==> src/rtl/sr_cmd_gen.sv <==
// +----------------------------------------------------------------------------+
// | sr_cmd_gen: synchronises, debounces and arbitrates raw set/reset requests  |
// | into mutually exclusive single-cycle S/R pulses for a downstream SR flop.  |
// | Optional statistics counters enabled by macro SR_CMD_STATS_EN.             |
// | Revision: 1.0                                                              |
// +----------------------------------------------------------------------------+
`default_nettype none

module sr_cmd_gen #(
  parameter int DB_CYCLES      = 4,
  parameter int HOLD_CYCLES    = 3,
  parameter int RESET_PRIORITY = 1
) (
  input  logic       clk,
  input  logic       rst,
  input  logic       set_in,
  input  logic       reset_in,
  output logic       S,
  output logic       R,
  output logic       busy
`ifdef SR_CMD_STATS_EN
  ,
  output logic [7:0] conflict_cnt,
  output logic [7:0] drop_cnt
`endif
);

  localparam int               c_cnt_w     = $clog2(DB_CYCLES + 1);
  localparam logic [c_cnt_w-1:0] c_db_last = c_cnt_w'(DB_CYCLES - 1);
  localparam logic [7:0]       c_hold      = 8'(HOLD_CYCLES);
  localparam bit               c_rst_wins  = (RESET_PRIORITY != 0);

  typedef enum logic [1:0] {
    IDLE  = 2'd0,
    PULSE = 2'd1,
    HOLD  = 2'd2
  } state_t;

  logic [1:0] w_raw;
  logic [1:0] w_req;
  logic       w_set_req;
  logic       w_rst_req;

  assign w_raw = {reset_in, set_in};

  // Channel 0 is set, channel 1 is reset.
  generate
    for (genvar g = 0; g < 2; g++) begin : g_db
      logic               r_meta;
      logic               r_sync;
      logic               r_stable;
      logic               r_stable_q;
      logic [c_cnt_w-1:0] r_cnt;

      always_ff @(posedge clk or posedge rst) begin
        if (rst) begin
          r_meta     <= 1'b0;
          r_sync     <= 1'b0;
          r_stable   <= 1'b0;
          r_stable_q <= 1'b0;
          r_cnt      <= '0;
        end else begin
          r_meta     <= w_raw[g];
          r_sync     <= r_meta;
          r_stable_q <= r_stable;
          if (r_sync == r_stable) begin
            r_cnt <= '0;
          end else if (r_cnt == c_db_last) begin
            r_stable <= ~r_stable;
            r_cnt    <= '0;
          end else begin
            r_cnt <= r_cnt + c_cnt_w'(1);
          end
        end
      end

      assign w_req[g] = r_stable & ~r_stable_q;
    end
  endgenerate

  assign w_set_req = w_req[0];
  assign w_rst_req = w_req[1];

  state_t     r_state;
  logic [7:0] r_hold_cnt;

  always_ff @(posedge clk or posedge rst) begin
    if (rst) begin
      r_state    <= IDLE;
      r_hold_cnt <= 8'd0;
      S          <= 1'b0;
      R          <= 1'b0;
      busy       <= 1'b0;
    end else begin
      case (r_state)
        IDLE: begin
          if (w_set_req || w_rst_req) begin
            r_state <= PULSE;
            busy    <= 1'b1;
            // Simultaneous requests: only the priority winner is pulsed.
            if (w_set_req && w_rst_req) begin
              S <= ~c_rst_wins;
              R <= c_rst_wins;
            end else begin
              S <= w_set_req;
              R <= w_rst_req;
            end
          end
        end
        PULSE: begin
          S <= 1'b0;
          R <= 1'b0;
          if (c_hold == 8'd0) begin
            r_state <= IDLE;
            busy    <= 1'b0;
          end else begin
            r_state    <= HOLD;
            r_hold_cnt <= c_hold;
          end
        end
        HOLD: begin
          if (r_hold_cnt == 8'd1) begin
            r_state <= IDLE;
            busy    <= 1'b0;
          end else begin
            r_hold_cnt <= r_hold_cnt - 8'd1;
          end
        end
        default: begin
          r_state <= IDLE;
          S       <= 1'b0;
          R       <= 1'b0;
          busy    <= 1'b0;
        end
      endcase
    end
  end

`ifdef SR_CMD_STATS_EN
  always_ff @(posedge clk or posedge rst) begin
    if (rst) begin
      conflict_cnt <= 8'd0;
      drop_cnt     <= 8'd0;
    end else begin
      if (r_state == IDLE && w_set_req && w_rst_req && conflict_cnt != 8'hFF)
        conflict_cnt <= conflict_cnt + 8'd1;
      if (r_state != IDLE && (w_set_req || w_rst_req) && drop_cnt != 8'hFF)
        drop_cnt <= drop_cnt + 8'd1;
    end
  end
`endif

endmodule

`default_nettype wire

==> config.mk <==
export PLATFORM = sky130hd
export DESIGN_NAME = sr_cmd_gen
export DESIGN_NICKNAME = d
export VERILOG_FILES = /design/src/rtl/sr_cmd_gen.sv
export SDC_FILE = /design/constraint.sdc
export NUM_CORES = 1
export LEC_CHECK = 0
export ABC_AREA = 1
export BUFFER_PORTS_ARGS = -buffer_cell sky130_fd_sc_hd__buf_2
export CORE_MARGIN = 10
export CORE_UTILIZATION = 50
export CTS_BUF_LIST = sky130_fd_sc_hd__clkbuf_4 sky130_fd_sc_hd__clkbuf_8
export CTS_CLUSTER_SIZE = 20
export DETAILED_ROUTE_END_ITERATION = 7
export GPL_TIMING_DRIVEN = 1
export HOLD_SLACK_MARGIN = 0.03
export PLACE_DENSITY = 0.65
export RECOVER_POWER = 50
export SYNTH_ARGS = -nofsm -noshare
export SYNTH_HDL_FRONTEND = slang
export SYNTH_SLANG_ARGS = --single-unit
==> constraint.sdc <==
create_clock -name clk -period 2.25 [get_ports clk]
set_clock_uncertainty 0.1 [all_clocks]
set_input_delay 0.225 -clock clk [delete_from_list [all_inputs] [get_ports clk]]
set_output_delay 0.225 -clock clk [all_outputs]
set_load 0.01 [all_outputs]
* Word-level counts from Yosys, hierarchy flattened *
Cells that the tools add are included.

storage, ports and cells
  register bits after elaboration = 27
  bits of input ports = 4
  logic and storage cells = 66

operators by class
  add/sub/neg operators = 3
  equality and inequality tests = 10
  mux-type cells = 18
  bitwise logic cells = 10
  reduce and logical (&&, ||, !) cells = 10

operators by type and width
  operator                                          count
  case mux 8 bit (2 select lines)                   1
  2-to-1 mux 3 bit                                  4
  AND reduction 2 bit                               5
  == test 8 x 1 -> 1 bit, second input constant     1
  2-to-1 mux 8 bit                                  1
  inverter 1 bit                                    8
  subtractor 8 x 1 -> 8 bit, second input constant  1
  adder 3 x 1 -> 3 bit, second input constant       2
  == test 3 x 2 -> 1 bit, second input constant     2
  2-to-1 mux 1 bit                                  6
  inequality test 2 bit, second input constant      3
  case mux 2 bit (3 select lines)                   1
  2-to-1 mux 2 bit                                  2
  case mux 1 bit (2 select lines)                   2
  case mux 1 bit (3 select lines)                   1
  AND reduction 3 bit                               1
  bitwise AND 1 bit                                 2
  == test 1 bit                                     2
  == test 2 x 1 -> 1 bit, second input constant     1
  == test 2 bit, second input constant              1
  logical NOT 2 bit                                 1
  nonzero test 2 bit                                1
  logical AND 1 bit                                 1
  logical OR 1 bit                                  1

* Longest topological paths before layout *
Gate-level depths: netlist of the first run.

  depth in word-level cells = 6
  depth in mapped cells = 8
  mapped depth without buffers = 8

* Worst setup path before layout of the first run *
OpenSTA, ideal clock, no wires.

  path type = flip-flop to flip-flop
  start point = register r_hold_cnt[1]
  end point = register r_hold_cnt[1]
  library setup time = 0.119 ns
  data arrival time = 1.132 ns
  required time = 2.031 ns
  path slack = 0.899 ns
  cell stages (with the launch flop) = 7
  path through = dfrtp_1 -> inv_1 -> ha_1 -> nand2_1 -> o21ai_4 -> nand2_4 -> o21a_1

between the ends
  longest elaborated chain between the ends = 3
  elaborated cells between the ends (all ways) = 6

ends and longest elaborated chain
  item                                                                    line      RTL
  start, declared                                                         85        logic [7:0] r_hold_cnt;
  start signal, assigned                                                  118       r_hold_cnt <= c_hold;
  start signal, assigned                                                  126       r_hold_cnt <= r_hold_cnt - 8'd1;
  subtractor 8 x 1 -> 8 bit or == test 8 x 1 -> 1 bit (tied branches)     126, 122
  2-to-1 mux 8 bit or inequality test 2 bit (tied branches)               -
  case mux 8 bit (2 select lines) or AND reduction 2 bit (tied branches)  -

Several ways; a longest one is shown, not always the timed one. The select of a mux whose other input is x is not followed.
A chain may end at the register's enable or synchronous reset.

* Worst setup path after layout of the first run *
Same ends and word-level chain as after synthesis.

==> out/qor.yml, run 1 <==
drc_errors: 0
grt_pass1_wl_um: 3460
syn-instance-count: 124
via_count: 811
synth_area_um2: 1190
maxSlewViolCount: 0
cts_tree: "built"
rsz0062_at_grt: "no"
slowest_delay_ns: 0.42
yosys_warnings: 0
cts_buffers: 3
vias_per_cell: 4.89
cts_root_buf: "clkbuf_4"
routed_wl_um: 1870
antenna_cells: 0
top_usage_layer: "met2"
crit_chain: "inv_1, ha_1, nand2_1, o21ai_4, nand2_4, o21a_1"
hold-worst-slack_ns: 0.269
worst_pin_slew_ns: 0.330
nNetsFinal: 147
r2r_slack_ns: 0.77
holdPathStages: 0
worst_setup_path_start_kind: "flip-flop"
gr-usage-met1: 0.116
ant_nets: 0
dp_hpwl_um: 1390
timing.rr.start: "r_hold_cnt[1]$_DFFE_PP0P_"
routedWlPerCell_um: 11.3
cts_buffer_depth: 2
grt_pass1_vias: 815
powerDensity_nw_per_um2: 1340
path_delay_family: "flip-flops"
core-area_um2: 2250
drt-pass1-iter-count: 4
grt_util_met3: 0.0370
relSlewSlack: 0.780
worstRegToRegCells: 6
cts_max_level: 1
die_y_um: 68.9
cts.sinks: 27
hold_start: "g_db[1].r_meta$_DFF_PP0_"
ios: 7
rows: 17
syn_avg_cell_area_um2: 9.64
timing.rr.end: "r_hold_cnt[1]$_DFFE_PP0P_"
port_buffers: 6
die_x_um: 68.9
fmax_mhz: 675
grt_max_degree: 28
worstPathMaxFanout: 7
drt_iter0_markers: 66
endpoint_kind: "flip-flop"
power_mw: 1.78
min_period_over_period: 0.658
p_leak_nw: 0.654
worstPathRequired_ns: 2.39
min_to: "g_db[1].r_sync$_DFF_PP0_"
overflow: 0
grt_antenna_before_repair: 0
grt_use_total: 0.0946
path_clk_slew_ns: 0.15
layout-area-overhead-vs-synth_pct: 11.1
insertion_delay_ns: 0.33
cpMaxStageDelayCell: "dfrtp_1"
syn_nets: 132
fin_crit_ns: 1.48
outcome: "finished, final reports clean"
vdd_drop_max_v: 0.000704
gp_congestion: 0.812
synth_seq_cells: 27
hold_viol: 0
yosysSeqAreaShare: 0.565
maxCapViolations: 0
use_met2: 0.147
synth.distinct_cells: 23
hold_class: "reg2reg"
dieArea_um2: 4750
start_util: 0.530
post_cts_resized: 0
crit_type: "reg2reg"
finalSetupViolations: 0
fin_setup_tns_ns: 0
crit_arrival_ns: 1.62
critPathBufInv: 1
drive_above_1_share: 0.145
## how the worst max path moves through the flow
stage | start | slack, ns | cells past startpoint | end
after floorplan | r_hold_cnt[1]$_DFFE_PP0P_ | 0.90 | 6 | r_hold_cnt[1]$_DFFE_PP0P_
after global placement | r_hold_cnt[1]$_DFFE_PP0P_ | 0.84 | 6 | r_hold_cnt[1]$_DFFE_PP0P_
after detailed placement | r_hold_cnt[1]$_DFFE_PP0P_ | 0.79 | 6 | r_hold_cnt[1]$_DFFE_PP0P_
after CTS | r_hold_cnt[1]$_DFFE_PP0P_ | 0.77 | 6 | r_hold_cnt[1]$_DFFE_PP0P_
after global routing | r_hold_cnt[1]$_DFFE_PP0P_ | 0.62 | 8 | r_hold_cnt[5]$_DFFE_PP0P_
final | r_hold_cnt[1]$_DFFE_PP0P_ | 0.77 | 6 | r_hold_cnt[1]$_DFFE_PP0P_
## cells in the mapped netlist
cell type,instances,area (um2)
nor2_2,3,18.8
nor3_1,2,10.0
o21ai_0,4,20.0
nand3_1,5,25.0
dfrtp_1,27,676
o21a_1,1,7.51
xor2_1,3,26.3
nand2_4,1,11.3
xnor2_1,4,35.0
inv_1,18,67.6
nand2_2,1,6.26
nor2_4,1,11.3
a21oi_1,1,5.00
mux2_2,1,11.3
o21ai_4,1,16.3
or2_2,1,6.26
ha_1,4,50.1
o31ai_1,1,7.51
nand2_1,26,97.6
nor2_1,13,48.8
o22ai_1,2,12.5
nor3b_1,2,15.0
o21ai_1,2,10.0
## cell usage in the layout (no fill, tap or decap), drive strengths merged
master	n
o22ai	2
xor2	3
o21ai	7
a21oi	1
dfrtp	27
buf	7
nor3b	2
ha	4
mux2	1
or2	1
o21a	1
xnor2	4
nor3	2
dlygate4sd3	3
clkbuf	3
nor2	17
nand2	28
inv	18
o31ai	1
clkinvlp	1
nand3	5
## power by group
| group | internal (mW) | switching [mW] | leakage (nW) |
|---|---|---|---|
| Combinational | 0.310 | 0.466 | 0.301 |
| Clock | 0.0680 | 0.148 | 0.0139 |
| Sequential | 0.654 | 0.136 | 0.339 |
## flip-flops by register name, indices dropped and copies added, names as in the netlist, 2 cells and up
name / cells
g_db.r_cnt: 6
g_db.r_stable_q: 2
g_db.r_stable: 2
g_db.r_sync: 2
g_db.r_meta: 2
r_hold_cnt: 8
r_state: 2
## logic make-up after synthesis
family,share of synthesized area
and+or+nand+nor,0.209
muxes,0.00942
adders and majority gates,0.0419
buffers and inverters,0.0565
xor gates and xnor gates,0.0513
AOI/OAI and AO/OA,0.0660
DFF,0.565
## what timing repair did
action / CTS / global route
hold buffers: 3 / 0
buffers inserted: 0 / 0
endpoints found under the hold margin: 29 / 0
## layer usage
metal / vias up / wire, um
li1: 412 / -
met1: 369 / 857
met2: 24 / 852
met3: 6 / 126
met4: 0 / 36
met5: - / 0
## stage by stage
step | setup WS, ns | std cells | instance area, um2 | utilization
after global routing | 0.621 | 166 | 1330 | 0.589
after floorplan | 0.899 | 124 | 1190 | -
final | 0.769 | 166 | 1330 | 0.589
after detailed placement | 0.786 | 159 | 1270 | 0.562
after CTS | 0.771 | 166 | 1330 | 0.589
after global placement | 0.837 | 159 | 1270 | 0.562
## layout make-up
type                       count  area [um2]
clock buffer                   3        22.5
multi-input combinational     79         452
clock inverter                 1        7.51
inverter                      18        67.6
sequential                    27         676
fill                         191         927
timing repair buffer          10        67.6
tap                           28        35.0
(Power assumes the default switching activity.)
==> run 2: changes to the inputs <==
- ABC_AREA: 1 -> 0
- clock period: 2.25 -> 1.5 ns (I/O delays scaled with it)
==> run 2 against run 1 <==
Fmax fell by 13%. Via count shrank 6.2%. The flow now finishes with violations (negative setup slack). First-iteration DRC count fell by 68%. Worst setup slack worse by 0.96 ns. Register-to-register slack lost 0.96 ns. Non-clock buffer count up 18.
==> out/qor.yml, run 2 <==
outcome: "finished, violations left"
violations: "negative setup slack"
synth.most_common_cell: "dfrtp_1"
maxSlewViolCount: 0
worstRegToRegCells: 5
maxCapViolations: 0
setup_ws_ns: -0.195
largest_reg_flops: 8
synth_flop_cell: "dfrtp_1"
grt_antenna_before_repair: 0
antenna_cells: 0
stdcell_count: 149
ios: 7
synth_seq_cells: 27
async_flop_share: 1.00
drt_iter0_markers: 21
synth_top_area_share: 0.615
min_period_over_period: 1.13
gp_congestion: 0.769
grt_use_total: 0.0965
grt_max_degree: 28
finalSetupViolations: 9
power_mw: 2.90
largest_register: "r_hold_cnt"
most-common-layout-cells: "26 x dfrtp_1, 16 x buf_4, 9 x nand2_1"
dieArea_um2: 4470
powerDensity_nw_per_um2: 2020
synth_area_leader_cell: "dfrtp_1"
cts_buffer_depth: 2
cts_max_level: 1
hold_viol: 0
path_delay_family: "simple AND/OR/NAND/NOR gates"
dp_hpwl_um: 1400
overflow: 0
multi_input_area_um2: 474
worst_setup_path_start_kind: "flip-flop"
layout_commonest_cell: "dfrtp_1"
nNetsFinal: 131
seq_power_share: 0.402
final-seq-area_um2: 677
synth_edf_count: 0
start_util: 0.543
die_y_um: 66.9
worstPathMaxFanout: 2
drc_errors: 0
crit_type: "reg2reg"
final_util: 0.711
cellInternalPower_mw: 1.84
rsz0062_at_grt: "yes"
cts_buffers: 3
relSlewSlack: 0.559
yosysSeqAreaShare: 0.615
core-area_um2: 2020
p_leak_nw: 0.716
hold_start: "g_db[1].r_meta$_DFF_PP0_"
endpoint_kind: "flip-flop"
synth_area_um2: 1100
filler_cell_count: 135
vias_per_cell: 5.11
fmax_mhz: 590
rows: 16
drive_above_1_share: 0.361
place_inst: 136
syn_nets: 98
routed_wl_um: 2080
drt-pass1-iter-count: 4
fin_area_um2: 1440
insertion_delay_ns: 0.32
pwr-share-comb: 0.490
swShare: 0.365
syn_avg_cell_area_um2: 12.2
syn-instance-count: 90
cts.sinks: 27
yosys-top-cells-area: "dfrtp_1 62%, mux2i_1 5.5%, ha_1 4.6%"
hold_class: "reg2reg"
largestRegisters: "r_hold_cnt (8), g_db.r_cnt (6)"
r2r_slack_ns: -0.20
crit_arrival_ns: 1.82
port_buffers: 6
vdd_drop_max_v: 0.00114
cts_root_buf: "clkbuf_4"
p_sw_mw: 1.06
holdPathStages: 0
via_count: 761
die_x_um: 66.9
worstPathRequired_ns: 1.63
fin_crit_ns: 1.70
timing.rr.end: "r_hold_cnt[3]$_DFFE_PP0P_"
crit_chain: "ha_2, nor3b_4, a21o_1, or4_1, mux2i_1"
cts_tree: "built"
synth_commonest_cells: "27 x dfrtp_1, 10 x nand2_1, 6 x mux2i_1"
path_clk_slew_ns: 0.15
clkPwrFrac: 0.108
cpMaxStageDelayCell: "dfrtp_1"
min_to: "g_db[1].r_sync$_DFF_PP0_"
timing.rr.start: "r_hold_cnt[0]$_DFFE_PP0P_"
worst_pin_slew_ns: 0.662
yosys_warnings: 0
layout-area-overhead-vs-synth_pct: 30.9
placed_area_um2: 1260
synth.distinct_cells: 22
grt_pass1_wl_um: 3390
hold-worst-slack_ns: 0.271
critPathBufInv: 0
grt_pass1_vias: 777
routedWlPerCell_um: 14.0
slowest_delay_ns: 0.42
ant_nets: 0
## run 2: cell types whose count changed after synthesis, moves of 4 or more
cell / before / now
inv_1: 18 / 4
mux2i_1: 0 / 6
nand2_1: 26 / 10
nand2b_1: 0 / 4
nor2_1: 13 / 4
o21ai_0: 4 / 0
## run 2: cell families (layout without fill, tap and decap cells)
family                     Yosys count  count (layout)  synth area share
and+or+nand+nor                     37              37             0.186
DFF                                 27              27             0.615
xor gates and xnor gates             2               2            0.0159
buffers and inverters                4              36            0.0137
AOI/OAI and AO/OA                    8               8            0.0490
muxes                                8               8            0.0752
adders and majority gates            4               4            0.0456
## run 2: worst max path at each step
stage | from | to | slack, ns | cells after the start
2_1_floorplan | r_hold_cnt[0]$_DFFE_PP0P_ | r_hold_cnt[3]$_DFFE_PP0P_ | -0.19 | 5
3_3_place_gp | r_hold_cnt[0]$_DFFE_PP0P_ | r_hold_cnt[3]$_DFFE_PP0P_ | -0.14 | 5
3_5_place_dp | r_hold_cnt[0]$_DFFE_PP0P_ | r_hold_cnt[3]$_DFFE_PP0P_ | -0.17 | 5
4_1_cts | r_hold_cnt[0]$_DFFE_PP0P_ | r_hold_cnt[3]$_DFFE_PP0P_ | -0.19 | 5
5_1_grt | r_hold_cnt[1]$_DFFE_PP0P_ | r_hold_cnt[3]$_DFFE_PP0P_ | -0.24 | 6
6_report | r_hold_cnt[0]$_DFFE_PP0P_ | r_hold_cnt[3]$_DFFE_PP0P_ | -0.20 | 5
## run 2: per-layer routing
layer	vias up	wire, um	global-route usage
met4	0	38	0.0385
met2	12	1050	0.161
met1	372	913	0.114
li1	373	-	-
met3	4	85	0.0268
met5	-	0	0
## run 2: worst register-to-register path, cell delays in order (launching register included)
cell	delay, ns
dfrtp_1	0.42
ha_2	0.19
nor3b_4	0.15
a21o_1	0.19
or4_1	0.42
mux2i_1	0.13
## run 2: power groups by stage
stage | Sequential (mW) | Combinational (mW) | Clock [mW]
finish | 1.17 | 1.42 | 0.314
global route | 1.21 | 1.58 | 0.354
CTS | 1.14 | 1.20 | 0.327
detailed placement | 1.15 | 1.07 | 0
global placement | 1.14 | 1.04 | 0
floorplan | 1.15 | 0.553 | 0
## run 2: area by class of cell
cell class              instances  area share
multi-input cells              59       0.330
flip-flops and latches         27       0.471
clock inverters                 1     0.00522
repair buffers                 28       0.144
well taps                      27      0.0235
clock buffers                   3      0.0157
inverters                       4      0.0104
## run 2: through the flow
stage	setup slack, ns	setup TNS (ns)
floorplan	-0.185	-0.185
global placement	-0.144	-0.262
detailed placement	-0.171	-0.619
CTS	-0.188	-0.559
global route	-0.236	-1.73
finish	-0.195	-1.10
## run 2: what timing repair did
item                       in CTS  in global routing
hold endpoints to repair       29                  0
gates resized for setup         3                 13
pin swaps                       2                  5
setup buffers                   3                  3
hold buffers                    3                  0
setup endpoints to repair       9                 10
